--- src/rtl/vend_txn_controller_if.sv ---
// Front-end/dispenser signal bundle for the vending transaction controller.
// master drives coins, keypad and acknowledge; slave is the controller.
interface vend_txn_controller_if;
    logic       coin_valid;
    logic [3:0] coin_value;
    logic       sel_valid;
    logic [1:0] item_select;
    logic       cancel;
    logic       disp_ack;
    logic       disp_req;
    logic [1:0] disp_item;
    logic       change_valid;
    logic [3:0] change_amt;
    logic [3:0] credit;
    logic       coin_reject;
    logic       sel_reject;
    logic       busy;

    modport master (
        output coin_valid, coin_value, sel_valid, item_select, cancel, disp_ack,
        input  disp_req, disp_item, change_valid, change_amt, credit,
               coin_reject, sel_reject, busy
    );

    modport slave (
        input  coin_valid, coin_value, sel_valid, item_select, cancel, disp_ack,
        output disp_req, disp_item, change_valid, change_amt, credit,
               coin_reject, sel_reject, busy
    );
endinterface

--- src/rtl/vend_txn_controller.sv ---
// Vending transaction sequencer: accumulates coin credit, validates priced
// selections, handshakes with the dispenser and pays out change or refunds.
module vend_txn_controller #(
    parameter int unsigned PRICE0  = 5,
    parameter int unsigned PRICE1  = 7,
    parameter int unsigned PRICE2  = 10,
    parameter int unsigned PRICE3  = 12,
    parameter int unsigned TIMEOUT = 100
) (
    input logic                  clk,
    input logic                  reset,
    vend_txn_controller_if.slave bus
);
    localparam int unsigned TW = $clog2(TIMEOUT);

    typedef enum logic [1:0] {IDLE, CREDIT, DISPENSE, CHANGE} state_t;

    state_t          state_q, state_d;
    logic [3:0]      credit_q, credit_d;
    logic [TW-1:0]   tmo_q, tmo_d;
    logic            disp_req_q, disp_req_d;
    logic [1:0]      disp_item_q, disp_item_d;
    logic            change_valid_q, change_valid_d;
    logic [3:0]      change_amt_q, change_amt_d;
    logic            coin_reject_q, coin_reject_d;
    logic            sel_reject_q, sel_reject_d;
    logic            busy_q, busy_d;

    logic [3:0]      price;
    logic [4:0]      coin_sum;
    logic            coin_fits;
    logic            refund;

    always_comb begin
        unique case (bus.item_select)
            2'd0:    price = 4'(PRICE0);
            2'd1:    price = 4'(PRICE1);
            2'd2:    price = 4'(PRICE2);
            default: price = 4'(PRICE3);
        endcase
    end

    assign coin_sum  = {1'b0, credit_q} + {1'b0, bus.coin_value};
    assign coin_fits = bus.coin_valid && (coin_sum <= 5'd15);

    // Timeout counter defaults to clear; only an idle CREDIT cycle advances it.
    always_comb begin
        state_d        = state_q;
        credit_d       = credit_q;
        tmo_d          = '0;
        disp_req_d     = disp_req_q;
        disp_item_d    = disp_item_q;
        change_valid_d = 1'b0;
        change_amt_d   = '0;
        coin_reject_d  = bus.coin_valid;
        sel_reject_d   = 1'b0;
        refund         = 1'b0;

        unique case (state_q)
            IDLE: begin
                if (bus.sel_valid) begin
                    sel_reject_d = 1'b1;
                end else if (coin_fits && !bus.cancel) begin
                    coin_reject_d = 1'b0;
                    credit_d      = coin_sum[3:0];
                    if (bus.coin_value != '0) state_d = CREDIT;
                end
            end
            CREDIT: begin
                if (bus.cancel) begin
                    refund = 1'b1;
                end else if (bus.sel_valid) begin
                    if (credit_q >= price) begin
                        credit_d    = credit_q - price;
                        disp_item_d = bus.item_select;
                        disp_req_d  = 1'b1;
                        state_d     = DISPENSE;
                    end else begin
                        sel_reject_d = 1'b1;
                    end
                end else if (coin_fits) begin
                    coin_reject_d = 1'b0;
                    credit_d      = coin_sum[3:0];
                end else if (tmo_q == TW'(TIMEOUT - 1)) begin
                    refund = 1'b1;
                end else begin
                    tmo_d = tmo_q + TW'(1);
                end
            end
            DISPENSE: begin
                sel_reject_d = bus.sel_valid;
                if (bus.disp_ack) begin
                    disp_req_d = 1'b0;
                    if (credit_q != '0) refund = 1'b1;
                    else                state_d = IDLE;
                end
            end
            CHANGE: begin
                sel_reject_d = bus.sel_valid;
                state_d      = IDLE;
            end
        endcase

        if (refund) begin
            state_d        = CHANGE;
            change_valid_d = 1'b1;
            change_amt_d   = credit_q;
            credit_d       = '0;
        end

        busy_d = (state_d == DISPENSE) || (state_d == CHANGE);
    end

    always_ff @(posedge clk or negedge reset) begin
        if (!reset) begin
            state_q        <= IDLE;
            credit_q       <= '0;
            tmo_q          <= '0;
            disp_req_q     <= 1'b0;
            disp_item_q    <= '0;
            change_valid_q <= 1'b0;
            change_amt_q   <= '0;
            coin_reject_q  <= 1'b0;
            sel_reject_q   <= 1'b0;
            busy_q         <= 1'b0;
        end else begin
            state_q        <= state_d;
            credit_q       <= credit_d;
            tmo_q          <= tmo_d;
            disp_req_q     <= disp_req_d;
            disp_item_q    <= disp_item_d;
            change_valid_q <= change_valid_d;
            change_amt_q   <= change_amt_d;
            coin_reject_q  <= coin_reject_d;
            sel_reject_q   <= sel_reject_d;
            busy_q         <= busy_d;
        end
    end

    assign bus.disp_req     = disp_req_q;
    assign bus.disp_item    = disp_item_q;
    assign bus.change_valid = change_valid_q;
    assign bus.change_amt   = change_amt_q;
    assign bus.credit       = credit_q;
    assign bus.coin_reject  = coin_reject_q;
    assign bus.sel_reject   = sel_reject_q;
    assign bus.busy         = busy_q;
endmodule

--- src/flat_wrapper.sv ---
// flat-port wrapper written by rule: the top's interface ports become plain ports
module vend_txn_controller_flat 
#(
    parameter int unsigned PRICE0  = 5,
    parameter int unsigned PRICE1  = 7,
    parameter int unsigned PRICE2  = 10,
    parameter int unsigned PRICE3  = 12,
    parameter int unsigned TIMEOUT = 100
)
  (clk, reset, bus_coin_valid, bus_coin_value, bus_sel_valid, bus_item_select, bus_cancel, bus_disp_ack, bus_disp_req, bus_disp_item, bus_change_valid, bus_change_amt, bus_credit, bus_coin_reject, bus_sel_reject, bus_busy);
  vend_txn_controller_if bus_i ();
  input logic clk;
  input logic reset;
  input wire logic [$bits(bus_i.coin_valid)-1:0] bus_coin_valid;
  input wire logic [$bits(bus_i.coin_value)-1:0] bus_coin_value;
  input wire logic [$bits(bus_i.sel_valid)-1:0] bus_sel_valid;
  input wire logic [$bits(bus_i.item_select)-1:0] bus_item_select;
  input wire logic [$bits(bus_i.cancel)-1:0] bus_cancel;
  input wire logic [$bits(bus_i.disp_ack)-1:0] bus_disp_ack;
  output wire logic [$bits(bus_i.disp_req)-1:0] bus_disp_req;
  output wire logic [$bits(bus_i.disp_item)-1:0] bus_disp_item;
  output wire logic [$bits(bus_i.change_valid)-1:0] bus_change_valid;
  output wire logic [$bits(bus_i.change_amt)-1:0] bus_change_amt;
  output wire logic [$bits(bus_i.credit)-1:0] bus_credit;
  output wire logic [$bits(bus_i.coin_reject)-1:0] bus_coin_reject;
  output wire logic [$bits(bus_i.sel_reject)-1:0] bus_sel_reject;
  output wire logic [$bits(bus_i.busy)-1:0] bus_busy;
  assign bus_i.coin_valid = bus_coin_valid;
  assign bus_i.coin_value = bus_coin_value;
  assign bus_i.sel_valid = bus_sel_valid;
  assign bus_i.item_select = bus_item_select;
  assign bus_i.cancel = bus_cancel;
  assign bus_i.disp_ack = bus_disp_ack;
  assign bus_disp_req = bus_i.disp_req;
  assign bus_disp_item = bus_i.disp_item;
  assign bus_change_valid = bus_i.change_valid;
  assign bus_change_amt = bus_i.change_amt;
  assign bus_credit = bus_i.credit;
  assign bus_coin_reject = bus_i.coin_reject;
  assign bus_sel_reject = bus_i.sel_reject;
  assign bus_busy = bus_i.busy;
  vend_txn_controller #(.PRICE0(PRICE0), .PRICE1(PRICE1), .PRICE2(PRICE2), .PRICE3(PRICE3), .TIMEOUT(TIMEOUT)) u_core (.clk(clk), .reset(reset), .bus(bus_i));
endmodule
--- config.mk ---
export PLATFORM = sky130hd
export DESIGN_NAME = vend_txn_controller_flat
export DESIGN_NICKNAME = d
export VERILOG_FILES = /design/src/rtl/vend_txn_controller_if.sv /design/src/rtl/vend_txn_controller.sv /design/src/flat_wrapper.sv
export SDC_FILE = /design/constraint.sdc
export NUM_CORES = 1
export LEC_CHECK = 0
export BUFFER_PORTS_ARGS = -buffer_cell sky130_fd_sc_hd__buf_2
export CAP_MARGIN = 0
export CORE_MARGIN = 5
export CORE_UTILIZATION = 44
export CTS_CLUSTER_DIAMETER = 120
export DETAILED_ROUTE_END_ITERATION = 10
export GPL_TIMING_DRIVEN = 0
export PLACE_DENSITY = 0.76
export SLEW_MARGIN = 15
export SYNTH_ARGS = -nofsm -noshare
export SYNTH_HDL_FRONTEND = slang
export SYNTH_SLANG_ARGS = --single-unit
--- constraint.sdc ---
create_clock -name clk -period 2.7 [get_ports clk]
set_input_delay 0.54 -clock clk [delete_from_list [all_inputs] [get_ports clk]]
set_output_delay 0.54 -clock clk [all_outputs]
set_load 0.05 [all_outputs]
# Word level (Yosys, flattened, before mapping)
# Index checks and enable logic that the tools add are counted.
[totals]
reg_bits = 24
output_inout_bits = 15
elab_cells = 96
inputBits = 12
[op_classes]
eq_ne = 17
reduce_logical = 14
magnitude_cmp = 2
mux = 49
n_addsub = 3
bitwise = 1
[ops]
columns = ["op", "count"]
rows = [
  ["7-bit two-way mux", 5],
  ["4-bit two-way mux", 8],
  ["1-bit two-way mux", 20],
  ["2-bit two-way mux", 9],
  ["4-bit one-hot mux with 3 select lines", 1],
  ["2-bit equality test, second input constant", 5],
  ["4-bit by 2-bit != test with 1-bit output, second input constant", 2],
  ["2-bit one-hot mux with 4 select lines", 1],
  ["4-bit one-hot mux with 2 select lines", 1],
  ["4-bit nonzero test", 2],
  ["7-bit by 1-bit adder with 7-bit output, second input constant", 1],
  ["7-bit equality test, second input constant", 1],
  ["2-bit != test, second input constant", 3],
  ["3-bit by 2-bit != test with 1-bit output, second input constant", 2],
  ["1-bit one-hot mux with 2 select lines", 3],
  ["6-bit AND reduction", 1],
  ["4-bit by 4-bit adder with 5-bit output", 1],
  ["5-bit by 4-bit <= comparator with 1-bit output, second input constant", 1],
  ["5-bit AND reduction", 1],
  ["2-bit by 1-bit equality test with 1-bit output, second input constant", 2],
  ["4-bit >= comparator", 1],
  ["2-bit logical NOT", 2],
  ["4-bit AND reduction", 1],
  ["4-bit subtractor", 1],
  ["10 further kinds", 11],
]

# Longest topological paths before layout
# Gate-level depths: netlist (run 1).
[logic_depth]
depth_word = 10
ltp_mapped = 9
depth_no_buf = 9

# Least setup slack after synthesis (run 1)
# No wires, ideal clock.
[synth_timing]
path_kind = "reg2reg"
startpoint = "reg u_core.credit_q[1], in the netlist u_core.bus.credit[1]"
endpoint = "reg u_core.change_amt_q[2], in the netlist u_core.bus.change_amt[2]"
required_time_ns = 2.632
arrival_ns = 2.289
path_stages_with_launch = 9
path_slack_ns = 0.343
setup_ns = 0.068
cell_sequence = "dfrtp_1 -> inv_1 -> fa_1 -> nand2b_1 -> a21oi_1 -> o2111ai_1 -> o211a_2 -> inv_2 -> and2_1"
[synth_via]
elab_chain_len = 8
word_cells_on_any_way = 11
cone_classes = "add/sub (1); order compare (1); mux (7); reduce/logical (2)"
[synth_rtl]
columns = ["element", "line", "source"]
rows = [
  ["start: declaration", "vend_txn_controller.sv:19", "logic [3:0] credit_q, credit_d;"],
  ["start signal: assignment", "vend_txn_controller.sv:128", "credit_q <= credit_d;"],
  ["4-bit by 4-bit adder with 5-bit output", "vend_txn_controller.sv:43", "assign coin_sum = {1'b0, credit_q} + {1'b0, bus.coin_value};"],
  ["5-bit by 4-bit <= comparator with 1-bit output", "vend_txn_controller.sv:44", "assign coin_fits = bus.coin_valid && (coin_sum <= 5'd15);"],
  ["1-bit logical AND", "vend_txn_controller.sv:44", ""],
  ["1-bit two-way mux", "vend_txn_controller.sv:81", "end else if (coin_fits) begin"],
  ["1-bit two-way mux", "vend_txn_controller.sv:72", "end else if (bus.sel_valid) begin"],
  ["1-bit two-way mux", "vend_txn_controller.sv:70", "if (bus.cancel) begin"],
  ["1-bit one-hot mux with 2 select lines (*)", "vend_txn_controller.sv:59", "unique case (state_q)"],
  ["4-bit two-way mux (*)", "vend_txn_controller.sv:104", "if (refund) begin"],
  ["via u_core.change_amt_d[2]", "vend_txn_controller.sv:24", "logic [3:0] change_amt_q, change_amt_d;"],
  ["end signal: assignment", "vend_txn_controller.sv:133", "change_amt_q <= change_amt_d;"],
  ["end: declaration", "vend_txn_controller.sv:24", ""],
]
# Mark *: on every way through the listed nets, which the timed path passes. The rest lies on a longest branch.
# A chain may end at the register's enable or synchronous reset.

# Worst setup path after layout (run 1)
# Ends and elaborated chain as after synthesis.

==> results of run 1 <==
-- metal layers --
layer | GRT usage (%) | wire length, um | up-vias
met5 | 0 | 0 | -
met4 | 6.58 | 57 | 0
met3 | 3.54 | 158 | 9
met2 | 28.8 | 1680 | 33
met1 | 18.5 | 1320 | 597
li1 | - | - | 584
-- cell type report --
| type | instances | area [sq um] |
|---|---|---|
| inverter | 13 | 48.8 |
| sequential | 24 | 601 |
| timing repair buffer | 26 | 130 |
| tap | 44 | 55.1 |
| clock buffer | 3 | 22.5 |
| fill | 296 | 1440 |
| buffer | 1 | 3.75 |
| multi-input combinational | 110 | 776 |
-- metrics by stage --
| stage | instance area (sq um) | utilization (%) | instances |
|---|---|---|---|
| final | 1640 | 53.2 | 221 |
| after global routing | 1640 | 53.2 | 221 |
| after CTS | 1640 | 53.2 | 221 |
| after detailed placement | 1610 | 52.4 | 218 |
| after global placement | 1610 | 52.4 | 218 |
| after floorplan | 1430 | - | 148 |
-- state kept, by name (all words and copies together), names as in the netlist --
signal,cells
u_core.bus.coin_reject,1
u_core.bus.busy,1
u_core.bus.change_valid,1
u_core.state_q,2
u_core.tmo_q,7
u_core.bus.disp_req,1
u_core.bus.credit,4
u_core.bus.sel_reject,1
u_core.bus.change_amt,4
u_core.bus.disp_item,2
-- where the power goes --
part | leakage, nW | total [mW] | internal, mW | switching (mW)
Sequential | 0.319 | 0.522 | 0.438 | 0.0848
Combinational | 0.481 | 0.906 | 0.305 | 0.601
Clock | 0.0138 | 0.153 | 0.0522 | 0.101
Total | 0.814 | 1.58 | 0.795 | 0.787
-- cells in the mapped netlist (3+ instances only) --
cell type / number
ha_1: 13
nor3_1: 7
inv_1: 12
dfrtp_1: 24
nor2_1: 18
xnor2_1: 7
nand2_1: 11
a21oi_1: 4
nor4_1: 3
nand3_1: 7
and2_1: 3
a21o_1: 4
o21ai_0: 6
-- logic make-up after synthesis --
family | count (synthesis)
flip-flops | 24
AND/OR/NAND/NOR | 58
XOR/XNOR | 9
adder cells (fa/ha/maj) | 15
AO/OA/AOI/OAI | 28
buffers and inverters | 14
-- worst max-delay path: cells and delay by family (launching register included) --
kind                     cells  cell delay, ps
AO/OA/AOI/OAI                3             720
AND/OR/NAND/NOR              2             290
adder cells (fa/ha/maj)      1             480
buffers and inverters        2             270
flip-flops                   1             530
-- worst min-delay path by stage --
stage	start	to	slack [ps]	depth (start not counted)
6_report	reset	u_core.bus.change_amt[2]	190	1
3_5_place_dp	u_core.tmo_q[0]	u_core.tmo_q[0]	450	1
2_1_floorplan	reset	u_core.bus.busy	240	0
3_3_place_gp	u_core.tmo_q[0]	u_core.tmo_q[0]	440	1
5_1_grt	reset	u_core.bus.change_amt[3]	220	1
4_1_cts	reset	u_core.bus.change_amt[3]	210	1
==> impl_metrics.yaml, run 1 <==
timing:
  holdWs_ps: 191
  fin_worst_skew_ps: 3.20
  slew_violations: 0
  fin_crit_ps: 2340
  rsz0062_at_grt: "no"
  final-setup-viol-count: 0
  tns_ps: 0
  fmax_mhz: 428
  fin_crit_sh_pct: 86.6
  postLayoutSetupSlackWorst_ps: 361
  tightest_slew_ps: 541
  slew_headroom_pct: 63.6
  finalHoldViolations: 0
critical_path:
  r2r_setup_slack_ps: 360
  required_ps: 2960
  cp_slowest_cell: "dfrtp_1"
  rr_worst_depth: 8
  start_kind: "register"
  worstPathMaxFanout: 7
  r2r_end: "u_core.bus.change_amt[2]"
  path_cells: "inv_1 -> fa_1 -> nand2b_1 -> a21oi_1 -> o2111ai_1 -> o211a_2 -> inv_2 -> and2_1"
  cp.arrival_ps: 2600
  worstSetupEndpointType: "register"
  critPathKind: "register to register"
  worstSetupStartpoint: "u_core.bus.credit[1]"
  cpPeakStageDelay_ps: 530
  reg2reg_from: "u_core.bus.credit[1]"
  critPathCapture: "u_core.bus.change_amt[2]"
yosys:
  synth_area_per_cell_sq_um: 9.65
  ys_types: 38
  ys_ff_latch: 24
  synth_xor_area_share_pct: 5.52
  yosys.area_share.simple_pct: 20.6
  synth_nets: 175
  synth_edf_count: 0
  synthMuxAreaShare_pct: 0
  netlist_area_sq_mm: 0.00143
  synth_top_area_cell: "dfrtp_1"
  syn_inst: 148
  yosys.area_share.adder_pct: 14.2
  synth-async-reset-ratio_pct: 100
  synth_ff_type: "dfrtp_1"
  yosys_warnings: 0
  synth_compound_area_share_pct: 14.0
  yosysSeqAreaShare_pct: 42.0
  synth_top_family_by_area: "simple AND/OR/NAND/NOR gates"
  synth_area_leaders: "dfrtp_1 (42%), ha_1 (11%), nor2_1 (4.7%)"
  synth.top_cell.area_share_pct: 42.0
routing:
  drt_iter0_drc: 66
  drc_errors: 0
  viasPerCell: 5.53
  wire_per_inst_um: 14.6
  dr_total_vias: 1223
  drt_wl_total_um: 3220
  dr.pass1.iters: 4
  ant_nets: 0
grt:
  grt_pass1_vias: 1264
  antenna_found_initial: 0
  grtUsageTotal_pct: 16.2
  grt_max_degree: 25
  grt_overflow: 0
  grt_first_pass_wirelength_um: 5580
finish:
  drive_above_1_share_pct: 19.2
  nets: 206
  diodes: 0
  most-common-layout-cells: "buf_2 (26), dfrtp_1 (24), nor2_1 (18)"
  mostFrequentLayoutCell: "buf_2"
  area_growth_pct: 14.5
power_and_ir_drop:
  power_mw: 1.58
  p_per_area_mw_per_mm2: 966
  vdd_drop_max_uv: 288
  p_leak_nw: 0.814
clocking:
  htreeDepth: 1
  path_clk_slew_ps: 120
  hold_buffers: 0
  worstSkewPairLatency_ps: 310
  cts_buffers: 3
  cts_setup_buffers: 0
  cts_max_path_buffers: 2
  ctsResizeCount: 0
  clock_sink_count: 24
  clockRootBuffer: "clkbuf_4"
  cts_tree: "done"
floorplan:
  io_pins: 27
  die_y_um: 67.0
  fp.coreArea_sq_mm: 0.00308
  die_x_um: 67.0
  die_area_sq_mm: 0.00449
  initial_core_util_pct: 46.4
  num_rows: 20
placed_design:
  port_buffers: 26
  pre_cts_slack_ps: 205
  post-dp-hpwl_um: 2540
  gp_congestion: 0.866
status:
  status: "finished clean"
job:
  drv_cap: 0
worst_hold_path:
  hold_class: "primary input to async pin"
(Power assumes the default switching activity.)
==> run 2: changes to the inputs <==
--- a/config.mk
+++ b/config.mk
@@ -12,7 +12,7 @@
 export CTS_CLUSTER_DIAMETER = 120
 export DETAILED_ROUTE_END_ITERATION = 10
 export GPL_TIMING_DRIVEN = 0
-export PLACE_DENSITY = 0.76
+export PLACE_DENSITY = 0.62
 export SLEW_MARGIN = 15
 export SYNTH_ARGS = -nofsm -noshare
 export SYNTH_HDL_FRONTEND = slang
==> run 2 against run 1 <==
Effect of this change: first-iteration DRC count down 55%; utilization up 0.45 points; via count fell by 1.5%; clock skew is 0.94 ps higher; fmax down 0.85%; critical path depth unchanged; die area stayed put; setup slack got worse by 20 ps; final cell count is 0.45% higher; register-to-register slack lost 20 ps; critical endpoint unchanged.
==> impl_metrics.yaml, run 2 (synthesized netlist as in run 1, its figures left out) <==
critical_path:
  worstPathMaxFanout: 7
  r2r_end: "u_core.bus.change_amt[2]"
  rr_worst_depth: 8
  reg2reg_from: "u_core.bus.credit[1]"
  cpPeakStageDelay_ps: 540
  critPathKind: "register to register"
  worstSetupEndpointType: "register"
  required_ps: 2960
  cp.arrival_ps: 2620
  start_kind: "register"
  r2r_setup_slack_ps: 340
  path_cells: "inv_1 -> fa_1 -> nand2b_1 -> a21oi_1 -> o2111ai_1 -> o211a_2 -> inv_2 -> and2_1"
  cp_slowest_cell: "dfrtp_1"
timing:
  fmax_mhz: 424
  finalHoldViolations: 0
  slew_headroom_pct: 62.8
  tightest_slew_ps: 557
  final-setup-viol-count: 0
  fin_crit_sh_pct: 87.4
  tns_ps: 0
  fin_crit_ps: 2360
  fin_worst_skew_ps: 4.14
  rsz0062_at_grt: "no"
  slew_violations: 0
  postLayoutSetupSlackWorst_ps: 341
routing:
  dr.pass1.iters: 4
  drt_wl_total_um: 3130
  ant_nets: 0
  drt_iter0_drc: 30
  viasPerCell: 5.43
  dr_total_vias: 1205
  wire_per_inst_um: 14.1
  drc_errors: 0
finish:
  largest_reg_flops: 7
  diodes: 0
  area_growth_pct: 15.5
  nets: 206
  top_register: "u_core.tmo_q"
  mostFrequentLayoutCell: "buf_2"
  drive_above_1_share_pct: 19.7
  most-common-layout-cells: "buf_2 (26), dfrtp_1 (24), nor2_1 (18)"
status:
  status: "finished clean"
placed_design:
  pre_cts_slack_ps: 205
  gp_congestion: 0.871
  post-dp-hpwl_um: 2510
  port_buffers: 26
clocking:
  cts_buffers: 3
  cts_setup_buffers: 0
  clock_sink_count: 24
  path_clk_slew_ps: 130
  htreeDepth: 1
  worstSkewPairLatency_ps: 310
  ctsResizeCount: 0
  hold_buffers: 0
  cts_max_path_buffers: 2
  cts_tree: "done"
  clockRootBuffer: "clkbuf_4"
worst_hold_path:
  hold_class: "primary input to async pin"
floorplan:
  die_area_sq_mm: 0.00449
  num_rows: 20
  io_pins: 27
  initial_core_util_pct: 46.4
  die_x_um: 67.0
  fp.coreArea_sq_mm: 0.00308
  die_y_um: 67.0
grt:
  grt_overflow: 0
  grt_first_pass_wirelength_um: 5430
  antenna_found_initial: 0
  grt_max_degree: 25
  grtUsageTotal_pct: 16.0
  grt_pass1_vias: 1271
power_and_ir_drop:
  p_leak_nw: 0.821
  vdd_drop_max_uv: 367
  p_per_area_mw_per_mm2: 979
  power_mw: 1.62
job:
  drv_cap: 0
==> run 2: cell types whose count changed in the layout (fill, tap and decap cells not counted) <==
cell,before,now
clkbuf_8,0,1
==> run 2: how the worst max path moves through the flow <==
stage / slack, ps / from / cells after the start / endpoint
2_1_floorplan: 340 / u_core.bus.credit[1] / 8 / u_core.bus.change_amt[2]
3_3_place_gp: 240 / bus_item_select[0] / 9 / u_core.bus.disp_req
3_5_place_dp: 200 / bus_item_select[0] / 9 / u_core.bus.disp_req
4_1_cts: 330 / u_core.bus.credit[1] / 8 / u_core.bus.change_amt[2]
5_1_grt: 180 / u_core.bus.credit[1] / 8 / u_core.bus.change_amt[3]
6_report: 340 / u_core.bus.credit[1] / 8 / u_core.bus.change_amt[2]
==> run 2: final cells by class <==
type	instances	area, sq um
Sequential cell	24	601
Inverter	13	48.8
Fill cell	294	1430
Buffer	1	3.75
Clock buffer	4	36.3
Multi-Input combinational cell	110	776
Tap cell	44	55.1
Timing Repair Buffer	26	130
==> run 2: metal layers <==
layer	track usage, %	up-vias	part of all wire [%]
met1	16.8	580	41
met3	2.02	5	4.2
met5	0	-	0
met2	31.4	33	53
li1	-	587	-
met4	6.33	0	1.0
==> run 2: report_power, final <==
group | internal, mW | leakage (nW) | switching (mW)
Clock | 0.0824 | 0.0210 | 0.105
Combinational | 0.305 | 0.481 | 0.601
Sequential | 0.438 | 0.319 | 0.0837
Total | 0.825 | 0.821 | 0.790
==> run 2: worst max-delay path: cells and delay by family, from the launching register on <==
kind | cells | cell delay [ps]
compound gates | 3 | 730
simple gates | 2 | 300
fa+ha+maj | 1 | 470
flops | 1 | 540
buf+inv | 2 | 250
==> run 2: through the flow <==
step | std cells | util (%) | instance area [sq um] | hold slack [ps]
after floorplan | 148 | - | 1430 | 244
after global placement | 218 | 52.4 | 1610 | 448
after detailed placement | 218 | 52.4 | 1610 | 458
after CTS | 222 | 53.6 | 1650 | 204
after global routing | 222 | 53.6 | 1650 | 234
final | 222 | 53.6 | 1650 | 196
